`src/rtl/branch_ctrl_pkg.sv`:
```
// branch_ctrl_pkg: shared branch-type encodings, FSM states and constants for branch_ctrl
package branch_ctrl_pkg;
  typedef enum logic [1:0] {BR_NONE = 2'b00, BR_BEQ = 2'b01, BR_BNE = 2'b10, BR_JMP = 2'b11} br_type_e;
  typedef enum logic [1:0] {ST_IDLE = 2'd0, ST_WAIT = 2'd1, ST_FLUSH = 2'd2} state_e;
  localparam int REG_ZERO = 0;
endpackage

```
`src/rtl/br_cond_eval.sv`:
```
// br_cond_eval: combinational branch condition (BEQ/BNE full-width compare, JMP always taken)
module br_cond_eval
  import branch_ctrl_pkg::*;
#(
  parameter int DATA_W = 32
) (
  input  logic [1:0]        br_type,
  input  logic [DATA_W-1:0] val1,
  input  logic [DATA_W-1:0] src2_val,
  output logic              taken
);
  // Unsigned equality is all BEQ/BNE need; type 00 never takes
  always_comb taken = (br_type == BR_JMP) || (br_type == BR_BEQ && val1 == src2_val) ||
                      (br_type == BR_BNE && val1 != src2_val);
endmodule

```
`src/rtl/branch_ctrl.sv`:
```
// branch_ctrl: ID-stage branch resolution with RAW stall and registered taken/flush pulse; BRANCH_CTRL_STATS_EN adds 16-bit statistics counters
module branch_ctrl
  import branch_ctrl_pkg::*;
#(
  parameter int DATA_W      = 32,
  parameter int REG_AW      = 5,
  parameter int STALL_CNT_W = 4
) (
  input  logic                   clk,
  input  logic                   rst_n,
  input  logic                   id_valid,
  input  logic [1:0]             br_type,
  input  logic [DATA_W-1:0]      val1,
  input  logic [DATA_W-1:0]      src2_val,
  input  logic [REG_AW-1:0]      src1_addr,
  input  logic [REG_AW-1:0]      src2_addr,
  input  logic [DATA_W-1:0]      br_target,
  input  logic                   exe_wb_en,
  input  logic [REG_AW-1:0]      exe_dest,
  input  logic                   mem_wb_en,
  input  logic [REG_AW-1:0]      mem_dest,
  output logic                   stall_id,
  output logic                   br_taken,
  output logic                   flush_if,
  output logic [DATA_W-1:0]      br_addr,
  output logic [STALL_CNT_W-1:0] stall_cnt
`ifdef BRANCH_CTRL_STATS_EN
  ,
  output logic [15:0]            stat_taken,
  output logic [15:0]            stat_not_taken,
  output logic [15:0]            stat_stall
`endif
);
  state_e                   state_q, state_d;
  logic [DATA_W-1:0]        br_addr_q, br_addr_d;
  logic [STALL_CNT_W-1:0]   cnt_q, cnt_d;
  logic                     is_br, haz1, haz2, hazard, taken, stall_raw, res_taken, res_not;
  br_cond_eval #(.DATA_W(DATA_W)) u_cond (
    .br_type (br_type),
    .val1    (val1),
    .src2_val(src2_val),
    .taken   (taken)
  );
  // Operand hazards against EXE/MEM writers; r0 and jumps never stall
  always_comb begin
    is_br  = id_valid && br_type != BR_NONE;
    haz1   = src1_addr != REG_AW'(REG_ZERO) &&
             ((exe_wb_en && exe_dest == src1_addr) || (mem_wb_en && mem_dest == src1_addr));
    haz2   = src2_addr != REG_AW'(REG_ZERO) &&
             ((exe_wb_en && exe_dest == src2_addr) || (mem_wb_en && mem_dest == src2_addr));
    hazard = (br_type == BR_BEQ || br_type == BR_BNE) && (haz1 || haz2);
  end
  // IDLE and WAIT share resolve logic; they differ only in how the stall counter moves
  always_comb begin
    state_d   = state_q;
    cnt_d     = cnt_q;
    br_addr_d = br_addr_q;
    stall_raw = 1'b0;
    res_taken = 1'b0;
    res_not   = 1'b0;
    case (state_q)
      ST_IDLE, ST_WAIT: begin
        if (!is_br) begin
          state_d = ST_IDLE;
        end else if (hazard) begin
          stall_raw = 1'b1;
          state_d   = ST_WAIT;
          cnt_d     = (state_q == ST_IDLE) ? STALL_CNT_W'(1) :
                      (&cnt_q) ? cnt_q : cnt_q + STALL_CNT_W'(1);
        end else begin
          res_taken = taken;
          res_not   = !taken;
          state_d   = taken ? ST_FLUSH : ST_IDLE;
          br_addr_d = taken ? br_target : br_addr_q;
          cnt_d     = (state_q == ST_IDLE) ? '0 : cnt_q;
        end
      end
      ST_FLUSH: begin
        state_d = ST_IDLE;
        cnt_d   = '0;
      end
      default: state_d = ST_IDLE;
    endcase
  end
  // State, target and stall counter registers
  always_ff @(posedge clk or negedge rst_n) begin
    if (!rst_n) begin
      state_q   <= ST_IDLE;
      br_addr_q <= '0;
      cnt_q     <= '0;
    end else begin
      state_q   <= state_d;
      br_addr_q <= br_addr_d;
      cnt_q     <= cnt_d;
    end
  end
  // Stall must vanish the instant reset asserts, even with hazard inputs still present
  assign stall_id  = rst_n && stall_raw;
  assign br_taken  = state_q == ST_FLUSH;
  assign flush_if  = state_q == ST_FLUSH;
  assign br_addr   = br_addr_q;
  assign stall_cnt = cnt_q;
`ifdef BRANCH_CTRL_STATS_EN
  logic [15:0] st_taken_q, st_not_q, st_stall_q;
  // Saturating resolve and stall statistics
  always_ff @(posedge clk or negedge rst_n) begin
    if (!rst_n) begin
      st_taken_q <= '0;
      st_not_q   <= '0;
      st_stall_q <= '0;
    end else begin
      st_taken_q <= st_taken_q + 16'((res_taken && !(&st_taken_q)) ? 1 : 0);
      st_not_q   <= st_not_q + 16'((res_not && !(&st_not_q)) ? 1 : 0);
      st_stall_q <= st_stall_q + 16'((stall_raw && !(&st_stall_q)) ? 1 : 0);
    end
  end
  assign stat_taken     = st_taken_q;
  assign stat_not_taken = st_not_q;
  assign stat_stall     = st_stall_q;
`endif
endmodule
```
`config.mk`:
```
export PLATFORM = sky130hd
export DESIGN_NAME = branch_ctrl
export DESIGN_NICKNAME = d
export VERILOG_FILES = /design/src/rtl/branch_ctrl_pkg.sv /design/src/rtl/br_cond_eval.sv /design/src/rtl/branch_ctrl.sv
export SDC_FILE = /design/constraint.sdc
export NUM_CORES = 1
export LEC_CHECK = 0
export CAP_MARGIN = 20
export CORE_MARGIN = 3
export CORE_UTILIZATION = 32
export DETAILED_ROUTE_END_ITERATION = 10
export PLACE_DENSITY = 0.76
export SLEW_MARGIN = 10
export SYNTH_ARGS = -nofsm -noshare
export SYNTH_HDL_FRONTEND = slang
export SYNTH_SLANG_ARGS = --single-unit
```
`constraint.sdc`:
```
create_clock -name clk -period 3.5 [get_ports clk]
set_input_delay 1.05 -clock clk [delete_from_list [all_inputs] [get_ports clk]]
set_output_delay 1.05 -clock clk [all_outputs]
set_load 0.005 [all_outputs]
```
==> results.cfg <==
[clock_network]
clock_insertion_delay_worst_skew_ns = 0.28
htreeDepth = 2
clock_path_buffers = 2
root_buffer = clkbuf_8
cts_made_buffers = 5
path_clk_slew_ns = 0.08
cts.sinks = 38
cts_tree = yes
ctsHoldBuffers = 0

[worst_setup_path]
path_delay_family = simple AND/OR/NAND/NOR gates
arrival_ns = 2.74
worst_setup_path_start_kind = input port
crit_path_cell_trace = buf_6 -> or4_4 -> nor2_4 -> nor3_4 -> o41ai_4 -> and2b_1 -> and2_1 -> buf_2
critical-path-max-stage-delay_ns = 0.55
cp_slowest_cell = or4_4
r2r_start = state_q[1]
reg2reg_slack_ns = 1.61
critical_path.max_fanout = 2
reg2reg_to = br_addr[0]
crit_required_ns = 2.45
crit_type = input port to output port
endpoint_kind = output port
rr_worst_depth = 7
worstPathBufferInverterCount = 2

[yosys]
yosysTopAreaCell = dfrtp_1
yosysWarnings = 0
synth-seq-area-share_pct = 39.7
yosysTopAreaCellShare_pct = 39.7
synth_edf_count = 0
async_flop_share_pct = 100
syn_area_per_cell_um2 = 12.5
synth.most_common_cell = xnor2_1
yosysUniqueCellTypes = 33
synth_fp_nets = 316
synth_area_leaders = dfrtp_1 (40%), xnor2_1 (19%), mux2_4 (18%), nand4_1 (3.1%), buf_12 (2.5%)
synth_seq_cells = 38
syn_area_um2 = 2390
synth_cells = 191
synth.cells.most_frequent = xnor2_1 (52), dfrtp_1 (38), mux2_4 (29)
ys.flop_type = dfrtp_1

[grt]
grt_pass1_vias = 2290
grt_pass1_wl_mm = 11.1
antenna_found_initial = 0
grt_usage_pct = 16.0
grt-ovfl-total = 0
grt_max_degree = 39

[power_and_ir_drop]
vdd_drop_max_v = 0.000285
power_frac_comb_pct = 36.4
power.share.clock_pct = 28.3
internal_power_uw = 1260
leakage_uw = 0.00175
p_sw_uw = 368
seqPwrFrac_pct = 35.3
p_per_area_nw_per_um2 = 373
power_uw = 1620
switching_share_pct = 22.6

[floorplan]
initial_core_util_pct = 34.1
core.rowCount = 30
io_pins = 162
fp.coreArea_um2 = 7020
dieArea_um2 = 8550
die_y_um = 92.5
fp.dieW_um = 92.5

[cells_and_area]
fin_nets = 500
area_growth_pct = 81.9
antenna_cells = 0
design_area_um2 = 4350
final-instance-count-excl-fill = 472
fillers = 623
final_layout_size_suffix_gt1_share_pct = 21.0

[sta]
max_freq_mhz = 264
min_period_ns = 3.79
setup_violations = 1
skew_ns = 0.00672
rsz0062_at_grt = true
period_share_pct = 108
worstMarginPinSlew_ns = 0.555
hold_viol = 0
final_max_slew_viol_count = 0
worst_slack_ns = -0.293
relSlewSlack_pct = 63.0

[run_status]
status = complete, but fails checks
violations = negative setup slack

[worst_hold_path]
min-delay-start = br_addr[30]
hold_end = br_addr[30]
hold_path_depth = 1
hold_path.class = flop to flop

[detailed_routing]
wl_mm = 6.99
drc = 0
wire_per_inst_um = 14.8
drt.antenna.violating_nets = 0
drt_first_pass_iters = 4
via_per_inst = 4.52
drtIter0Drc = 54
vias = 2133

[placed_design]
dp_hpwl_mm = 5.85
placedCellCount = 463
port_buffers = 161
finalWeightedCongestion = 0.773
dpl-instance-area_um2 = 4220

[job]
maxCapViolations = 0
## worst max path at each step
| stage | start | endpoint | cells after the start |
|---|---|---|---|
| after detailed placement | src1_addr[1] | stall_id | 8 |
| after global placement | src1_addr[1] | stall_id | 8 |
| after global routing | src2_addr[2] | stall_id | 8 |
| final | src2_addr[4] | stall_id | 8 |
| after floorplan | src2_addr[1] | stall_id | 6 |
| after CTS | src2_addr[4] | stall_id | 8 |
## cell type report
cell class / count / area (um^2) / share of cell area (%)
well taps: 96 / 120 / 2.76
repair buffers: 182 / 1740 / 39.9
clock inverters: 2 / 60.1 / 1.38
flip-flops and latches: 38 / 951 / 21.9
clock buffers: 6 / 82.6 / 1.90
inverters: 3 / 11.3 / 0.259
multi-input cells: 145 / 1390 / 31.9
## what timing repair did
item / 4_1_cts / 5_1_grt
pin swaps: 10 / 0
gates resized for setup: 45 / 0
cloned: 0 / 0
buffers inserted: 1 / 0
setup endpoints to repair: 1 / 1
## power groups by stage
stage / clock network, uW / logic (uW) / registers (uW)
6_report: 459 / 592 / 573
5_1_grt: 483 / 632 / 586
4_1_cts: 466 / 601 / 575
3_5_place_dp: 0 / 603 / 579
3_3_place_gp: 0 / 592 / 579
2_1_floorplan: 0 / 218 / 583
## cells by family (layout without fill, tap and decap cells)
logic type | Yosys count | in the layout | share of synthesized area, %
AO/OA/AOI/OAI | 11 | 11 | 4.50
XOR/XNOR | 52 | 52 | 19.0
adder cells (fa/ha/maj) | 2 | 2 | 1.05
buffers and inverters | 8 | 193 | 3.77
flip-flops | 38 | 38 | 39.7
multiplexers | 32 | 32 | 19.6
AND/OR/NAND/NOR | 48 | 48 | 12.3
## placed cells by master, fill, tap and decap left out, types with 3 or more instances in the layout
cell	count
clkdlybuf4s50_1	143
xnor2_1	52
dfrtp_1	38
mux2_4	29
buf_4	20
nand4_1	12
nand2_1	8
dlygate4sd2_1	8
buf_2	7
clkbuf_8	6
nor4_1	4
inv_1	3
and2_1	3
nand2b_1	3
a221o_1	3
nand3_1	3
mux2_2	3
## metal layers
metal  vias to the layer above  wire length, um  global-route usage [%]
met4                         0               61                    2.60
met3                         6              404                    3.82
met1                       996             2660                    18.0
li1                       1053                -                       -
met5                         -                0                       0
met2                        78             3870                    30.6
## stage by stage
step,worst slack (ns),setup TNS [ns],util (%),hold slack [ns]
after CTS,-0.287,-0.287,62.0,0.515
final,-0.293,-0.293,62.0,0.510
after detailed placement,-0.972,-3.55,60.1,0.495
after global placement,-0.959,-3.29,60.1,0.488
after global routing,-0.367,-0.367,62.0,0.526
after floorplan,-0.0331,-0.0331,-,0.505
## worst register-to-register path, stage by stage (launching register included)
cell and delay (ns):
dfrtp_1 0.42, nor3b_1 0.29, buf_4 0.17, nand2_1 0.04, a21oi_1 0.11, o21a_2 0.19
buf_12 0.20, mux2_2 0.37
## sequential cells by signal, summed over array words and instances, names as in the netlist
name       count
state_q        2
br_addr       32
stall_cnt      4
(Power assumes the default switching activity.)
